--- config.mk ---
export PLATFORM = sky130hd
export DESIGN_NAME = kat_adc_autoconfig
export DESIGN_NICKNAME = d
export VERILOG_FILES = /design/src/rtl/kat_adc_autoconfig.sv
export SDC_FILE = /design/constraint.sdc
export NUM_CORES = 1
export LEC_CHECK = 0
export CAP_MARGIN = 25
export CORE_ASPECT_RATIO = 0.9
export CORE_UTILIZATION = 55
export CTS_CLUSTER_SIZE = 12
export DETAILED_ROUTE_END_ITERATION = 10
export DONT_BUFFER_PORTS = 1
export PLACE_DENSITY = 0.73
export SLEW_MARGIN = 30
export SYNTH_ARGS = -nofsm -noshare
export SYNTH_HDL_FRONTEND = slang
export SYNTH_SLANG_ARGS = --single-unit
--- constraint.sdc ---
create_clock -name wbs_clk_i -period 1.9 [get_ports wbs_clk_i]
set_input_delay 0.38 -clock wbs_clk_i [delete_from_list [all_inputs] [get_ports wbs_clk_i]]
set_output_delay 0.38 -clock wbs_clk_i [all_outputs]
set_load 0.005 [all_outputs]
--- src/rtl/kat_adc_autoconfig.sv ---
// Power-up sequencer that replays a fixed 5-entry KAT ADC register table into the SPI config FSM.
// Optional per-write done timeout is compiled in with `define KATADC_AUTOCFG_TIMEOUT_EN.
module kat_adc_autoconfig #(
   parameter bit          INTERLEAVED    = 1'b0,
   parameter bit          AUTO_START     = 1'b1,
   parameter int unsigned WAIT_CYCLES    = 256,
   parameter int unsigned TIMEOUT_CYCLES = 4096
) (
   input  logic        wbs_clk_i,
   input  logic        wbs_rst_n_i,
   input  logic        start_i,
   input  logic        config_done_i,
   output logic [3:0]  config_addr_o,
   output logic [15:0] config_data_o,
   output logic        config_start_o,
   output logic        busy_o,
   output logic        done_o,
   output logic        error_o,
   output logic [2:0]  index_o
);

   typedef enum logic [2:0] {
      S_IDLE, S_SETTLE, S_ISSUE, S_ACK_WAIT, S_BUSY_WAIT, S_NEXT, S_DONE, S_ERROR
   } state_t;

   localparam logic [15:0] LP_WAIT_LOAD = 16'(WAIT_CYCLES - 1);
   localparam logic [2:0]  LP_LAST_IDX  = 3'd4;

   state_t      r_state;
   state_t      w_state_nxt;
   logic        r_first;
   logic [15:0] r_cnt;
   logic [2:0]  r_index;
   logic [3:0]  r_addr;
   logic [15:0] r_data;
   logic        w_trigger;
   logic        w_last;
   logic        w_tmo;
   logic        w_enter_settle;
   logic        w_enter_issue;
   logic [2:0]  w_entry_idx;

   function automatic logic [3:0] f_tbl_addr(input logic [2:0] idx);
      case (idx)
         3'd0:    f_tbl_addr = 4'h0;
         3'd1:    f_tbl_addr = 4'h1;
         3'd2:    f_tbl_addr = 4'h2;
         3'd3:    f_tbl_addr = 4'h3;
         default: f_tbl_addr = 4'h9;
      endcase
   endfunction

   function automatic logic [15:0] f_tbl_data(input logic [2:0] idx);
      case (idx)
         3'd0:    f_tbl_data = INTERLEAVED ? 16'h7C2C : 16'h7CBC;
         3'd4:    f_tbl_data = 16'h0001;
         default: f_tbl_data = 16'h0000;
      endcase
   endfunction

   // r_first is high only in the first cycle after reset release (auto-start window).
   assign w_trigger      = (r_first & AUTO_START) | start_i;
   assign w_last         = (r_index == LP_LAST_IDX);
   assign w_enter_settle = (w_state_nxt == S_SETTLE) && (r_state != S_SETTLE);
   assign w_enter_issue  = (w_state_nxt == S_ISSUE) && (r_state != S_ISSUE);
   assign w_entry_idx    = (r_state == S_NEXT) ? (r_index + 3'd1) : r_index;

`ifdef KATADC_AUTOCFG_TIMEOUT_EN
   localparam logic [15:0] LP_TMO_LOAD = 16'(TIMEOUT_CYCLES - 1);
   logic [15:0] r_tmr;

   assign w_tmo = (r_tmr == 16'd0);

   always_ff @(posedge wbs_clk_i or negedge wbs_rst_n_i) begin
      if (!wbs_rst_n_i) begin
         r_tmr <= 16'd0;
      end else if (r_state == S_ISSUE && w_state_nxt == S_ACK_WAIT) begin
         r_tmr <= LP_TMO_LOAD;
      end else if ((r_state == S_ACK_WAIT || r_state == S_BUSY_WAIT) && r_tmr != 16'd0) begin
         r_tmr <= r_tmr - 16'd1;
      end
   end
`else
   logic w_unused_tmo;
   assign w_unused_tmo = |16'(TIMEOUT_CYCLES);
   assign w_tmo        = 1'b0;
`endif

   always_ff @(posedge wbs_clk_i or negedge wbs_rst_n_i) begin
      if (!wbs_rst_n_i) begin
         r_state <= S_IDLE;
      end else begin
         r_state <= w_state_nxt;
      end
   end

   always_comb begin
      w_state_nxt = r_state;
      case (r_state)
         S_IDLE:      if (w_trigger) w_state_nxt = S_SETTLE;
         S_SETTLE:    if (r_cnt == 16'd0 && config_done_i) w_state_nxt = S_ISSUE;
         S_ISSUE:     if (config_done_i) w_state_nxt = S_ACK_WAIT;
         S_ACK_WAIT: begin
            if (!config_done_i) w_state_nxt = S_BUSY_WAIT;
            else if (w_tmo)     w_state_nxt = S_ERROR;
         end
         S_BUSY_WAIT: begin
            if (config_done_i) w_state_nxt = S_NEXT;
            else if (w_tmo)    w_state_nxt = S_ERROR;
         end
         S_NEXT:      w_state_nxt = w_last ? S_DONE : S_ISSUE;
         S_DONE:      if (start_i) w_state_nxt = S_SETTLE;
         S_ERROR:     if (start_i) w_state_nxt = S_SETTLE;
         default:     w_state_nxt = S_IDLE;
      endcase
   end

   // The start pulse is gated by config_done_i so a write is never launched into a busy controller.
   always_comb begin
      config_start_o = 1'b0;
      busy_o         = 1'b0;
      done_o         = 1'b0;
      error_o        = 1'b0;
      case (r_state)
         S_SETTLE, S_ACK_WAIT, S_BUSY_WAIT, S_NEXT: busy_o = 1'b1;
         S_ISSUE: begin
            busy_o         = 1'b1;
            config_start_o = config_done_i;
         end
         S_DONE:  done_o = 1'b1;
`ifdef KATADC_AUTOCFG_TIMEOUT_EN
         S_ERROR: error_o = 1'b1;
`endif
         default: ;
      endcase
   end

   always_ff @(posedge wbs_clk_i or negedge wbs_rst_n_i) begin
      if (!wbs_rst_n_i) begin
         r_first <= 1'b1;
         r_cnt   <= 16'd0;
         r_index <= 3'd0;
         r_addr  <= 4'h0;
         r_data  <= 16'h0000;
      end else begin
         r_first <= 1'b0;
         if (w_enter_settle) begin
            r_cnt   <= LP_WAIT_LOAD;
            r_index <= 3'd0;
         end else begin
            if (r_state == S_SETTLE && r_cnt != 16'd0) begin
               r_cnt <= r_cnt - 16'd1;
            end
            if (r_state == S_NEXT && !w_last) begin
               r_index <= r_index + 3'd1;
            end
         end
         // Address/data stay latched from ISSUE until the next entry is issued.
         if (w_enter_issue) begin
            r_addr <= f_tbl_addr(w_entry_idx);
            r_data <= f_tbl_data(w_entry_idx);
         end
      end
   end

   assign config_addr_o = r_addr;
   assign config_data_o = r_data;
   assign index_o       = r_index;

endmodule

* After elaboration in Yosys (flattened, before gate mapping)
Index checks and enable logic that the tools add are counted.
Cells by class: add/subtract/negate cells 2, multiply operators 0, div/mod/pow operators 0, $lt $le $gt $ge 0, eq/ne operators 16, shift-type cells 0, muxes and demuxes 18, bitwise gates (word level) 1, reduce and logical (&&, ||, !) cells 14
Operators with widths (count):
- 16-bit two-way mux | 2
- 3-bit two-way mux | 10
- 15-bit case mux with 2 select lines | 1
- 3-bit case mux with 7 select lines | 1
- 3-bit equality test (second input constant) | 6
- 16-bit logical NOT | 1
- 4-bit case mux with 4 select lines | 1
- 16-bit nonzero test | 1
- 16-bit by 1-bit subtractor with 16-bit output (second input constant) | 1
- 3-bit by 2-bit equality test with 1-bit output (second input constant) | 5
- 3-bit by 1-bit equality test with 1-bit output (second input constant) | 3
- 3-bit logical NOT | 2
- 1-bit logical AND | 5
- 5-bit OR reduction | 1
- 2-bit nonzero test | 2
- 3-bit by 1-bit adder with 3-bit output (second input constant) | 1
- 1-bit two-way mux | 3
- 3-bit by 1-bit inequality test with 1-bit output (second input constant) | 1
- 3-bit by 2-bit inequality test with 1-bit output (second input constant) | 1
- 2-bit OR reduction | 1
- 1-bit logical NOT | 1
- 1-bit bitwise OR | 1
Storage, ports and cells: register bits 43, bits in latches 0, RAM bits 0, ROM bits 0, input bits 4, memories kept 0

* Longest topological paths before layout
word-level depth 7, gate-level depth with buffers 7

* Worst setup path before layout
Ideal clock, no wire load.
kind register -> register, start point reg r_cnt[5], end point reg r_cnt[9], setup time 80 ps, arrival time 1803 ps, slack 17 ps, stages on the path, launching flop included 5, buffers on the path 0, period minus slack after synthesis 1883 ps, cell sequence dfrtp_1 > or4_4 > or3_1 > or4_1 > a21oi_1
Between the ends: cells in the longest elaborated chain, start to end 7
RTL lines:
- from (decl) | RTL line 32 | logic [15:0] r_cnt;
- from (signal assigned) | RTL line 152 | r_cnt <= r_cnt - 16'd1;
- 16-bit logical NOT | RTL line 101 | S_SETTLE: if (r_cnt == 16'd0 && config_done_i) w_state_nxt = S_ISSUE;
- 1-bit logical AND | RTL line 101
- 3-bit two-way mux | RTL line 101
- 3-bit case mux with 7 select lines | RTL line 99 | case (r_state)
- 3-bit by 1-bit equality test with 1-bit output | RTL line 64 | assign w_enter_settle = (w_state_nxt == S_SETTLE) && (r_state != S_SETTLE);
- 1-bit logical AND | RTL line 64
- 16-bit two-way mux or 2-bit nonzero test (tied branches)
Several ways; a longest one is shown, not always the timed one. The select of a mux whose other input is x is not followed. A chain may end at the register's enable or synchronous reset.

* Final worst setup path
start point reg r_cnt[6], end point reg r_cnt[9]
Same word-level chain as after synthesis.

==> metrics.csv <==
metric;value;unit
total number of vias;1458;
area leader, netlist;dfrtp_1;
clk_lat worst skew;330;ps
Die Y;55.75;µm
Critical Path AT;2190;ps
status;finished, violations left;
reg2reg start;r_cnt[6];
failing checks;setup timing;
synth top area cells;dfrtp_1 38%, buf_4 6.8%, mux2i_1 4.5%;
final core utilization;65.97;%
Initial Util;57.57;%
critical-path cell list;buf_4, or4_4, or3_4, or4_1, a21oi_1;
layout cells sized above 1;25.74;%
Slew Limit Fails;0;
Top delay family on crit path;simple AND/OR/NAND/NOR gates;
H-tree levels;1;
TritonCTS clock tree;done;
Layout area overhead;14.60;%
DR pass1 iterations;4;
crit path from;r_cnt[6];
Post-Syn Area;1765;µm²
Synth Warn #;0;
Final Hold Fails;0;
Leak Pwr;0.8427;nW
die area;3441;µm²
filler instances;238;
I/O Pins;31;
Clock Sinks;28;
Die W;61.72;µm
CP required;2170;ps
wire per inst;15.72;µm
Worst Path Buf+Inv;1;
max_cap viols;0;
CTS Buf Count;3;
Slowest Stage Delay on Critical Path;420;ps
initial antenna violation count;0;
Synth cell types;46;
Final Net Count;211;
Clock Tree Root;clkbuf_4;
PD cells;1225;nW/µm²
async set-reset flop share out of synthesis;100.0;%
initial detailed-routing violation count;73;
GR Overflow Total;0;
VDD IR-drop max;897.9;µV
GRT Total Usage;24.24;%
slowest CP cell;dfrtp_1;
largest net degree at the start of global routing;29;
WL final;3835;µm
FF-to-FF setup slack;-20;ps
Worst Hold Launch;start_i;
# DRC;0;
worst setup path category;flop to flop;
I/O Buffers;0;
Most used DFF post-synth;dfrtp_1;
HP Class;input port to flop;
Setup-failing EPs final;1;
Synth top area share;38.27;%
final worst slack;-21.05;ps
Post-synth EDFFs;0;
crit end category;flop;
synthesized flop and latch total;28;
gpl congestion;0.8403;
CP Launch Type;flop;
f_max;520.6;MHz
worst-path fanout max;2;
mean post-synth cell area;9.391;µm²
clk_skew;4.205;ps
Routed Antenna Nets;0;
n_diodes;0;
Post-DP HPWL;2731;µm
DP Worst Slack;-26.34;ps
final worst path period need;1921;ps
core footprint;3067;µm²
Row Count;19;
global-route wire length before repair;6313;µm
Synth Instances;188;
CTS max path bufs;2;
Final Cycle Share;101.1;%
Worst-path clk slew;150;ps
average via count per standard cell;5.975;
Seq/Total Area, Yosys;39.76;%
vias in the first global route;1418;
RSZ-0062 raised after global routing;yes;
[registers in the layout, summed over array words and instances (netlist names)]
| name | count |
|---|---|
| index_o | 3 |
| r_first | 1 |
| config_data_o | 2 |
| r_state | 3 |
| r_cnt | 16 |
| config_addr_o | 3 |
[metal layers]
metal	global-route usage, %	share of wire [%]
met5	0	0
met4	4.762	0.78
met3	4.651	4.8
met2	38.86	47
met1	33.89	47
[metrics by stage]
step / total power [mW] / area, µm² / TNS (ps) / cells / hold slack, ps
floorplan: 1.752 / 1792 / 0 / 195 / 84.41
global placement: 1.957 / 1848 / 0 / 235 / 85.18
detailed placement: 2.013 / 1848 / -46.69 / 235 / 85.22
CTS: 2.329 / 1929 / 0 / 241 / 120.2
global route: 2.653 / 2023 / -451.8 / 244 / 115.3
finish: 2.479 / 2023 / -21.05 / 244 / 129.5
[timing repair]
| action | CTS | global route |
|---|---|---|
| pin swaps | 2 | 3 |
| setup buffers | 0 | 3 |
| hold buffers | 2 | 0 |
| hold endpoints to repair | 28 | 0 |
| resized for setup | 3 | 18 |
| endpoints found under the setup margin | 9 | 15 |
[Yosys cell counts (3+ instances only)]
master     n
inv_1      5
ha_1       4
or4_1      4
o31ai_1    5
nand2_1   11
nor2b_1    3
o21ai_0    9
nand3_1    9
mux2i_1    8
nor3_1     8
buf_4     16
or3_1      5
mux2_2     5
nor4_1     6
o21a_1     3
clkbuf_1   5
dfrtp_1   27
nor2_1    12
xnor2_1    3
a21oi_1    6
[report_power, final]
group | total [mW] | internal [mW] | switching (mW)
Combinational | 1.28 | 0.622 | 0.654
Clock | 0.296 | 0.118 | 0.179
Sequential | 0.906 | 0.731 | 0.175
Total | 2.48 | 1.47 | 1.01
[layout by cell type, fill, tap and decap left out, types with 5 or more instances in the layout]
cell,instances
a21oi_1,5
buf_4,19
conb_1,8
dfrtp_1,27
mux2_4,5
mux2i_1,8
nand2_1,9
nand3_1,9
nor2_1,12
nor3_1,8
o21ai_0,9
o31ai_1,5
[layout make-up]
type	instances	area [µm²]	share of cell area (%)
clock buffer	4	36.28	1.793
inverter	5	18.77	0.9276
multi-input combinational	141	1007	49.78
sequential	28	701.9	34.69
tap	42	52.55	2.597
timing repair buffer	24	206.4	10.20
[worst paths after layout]
check                                  end  cells past startpoint
worst min register to register    r_cnt[8]                      1
min in group asynchronous         r_cnt[8]                      2
worst max-delay path              r_cnt[9]                      5
worst min-delay path            r_state[1]                      1
worst max register to register    r_cnt[9]                      5
max in group asynchronous          r_first                      2
[kinds of logic after synthesis]
family                   count (synthesis)  synth area share (%)
flip-flops                              28                 39.76
AO/OA/AOI/OAI                           30                 11.06
AND/OR/NAND/NOR                         82                 27.50
buffers and inverters                   26                 8.930
multiplexers                            13                 7.725
other                                    1                0.2124
adder cells (fa/ha/maj)                  4                 2.835
XOR/XNOR                                 4                 1.985
(Power assumes the default switching activity.)
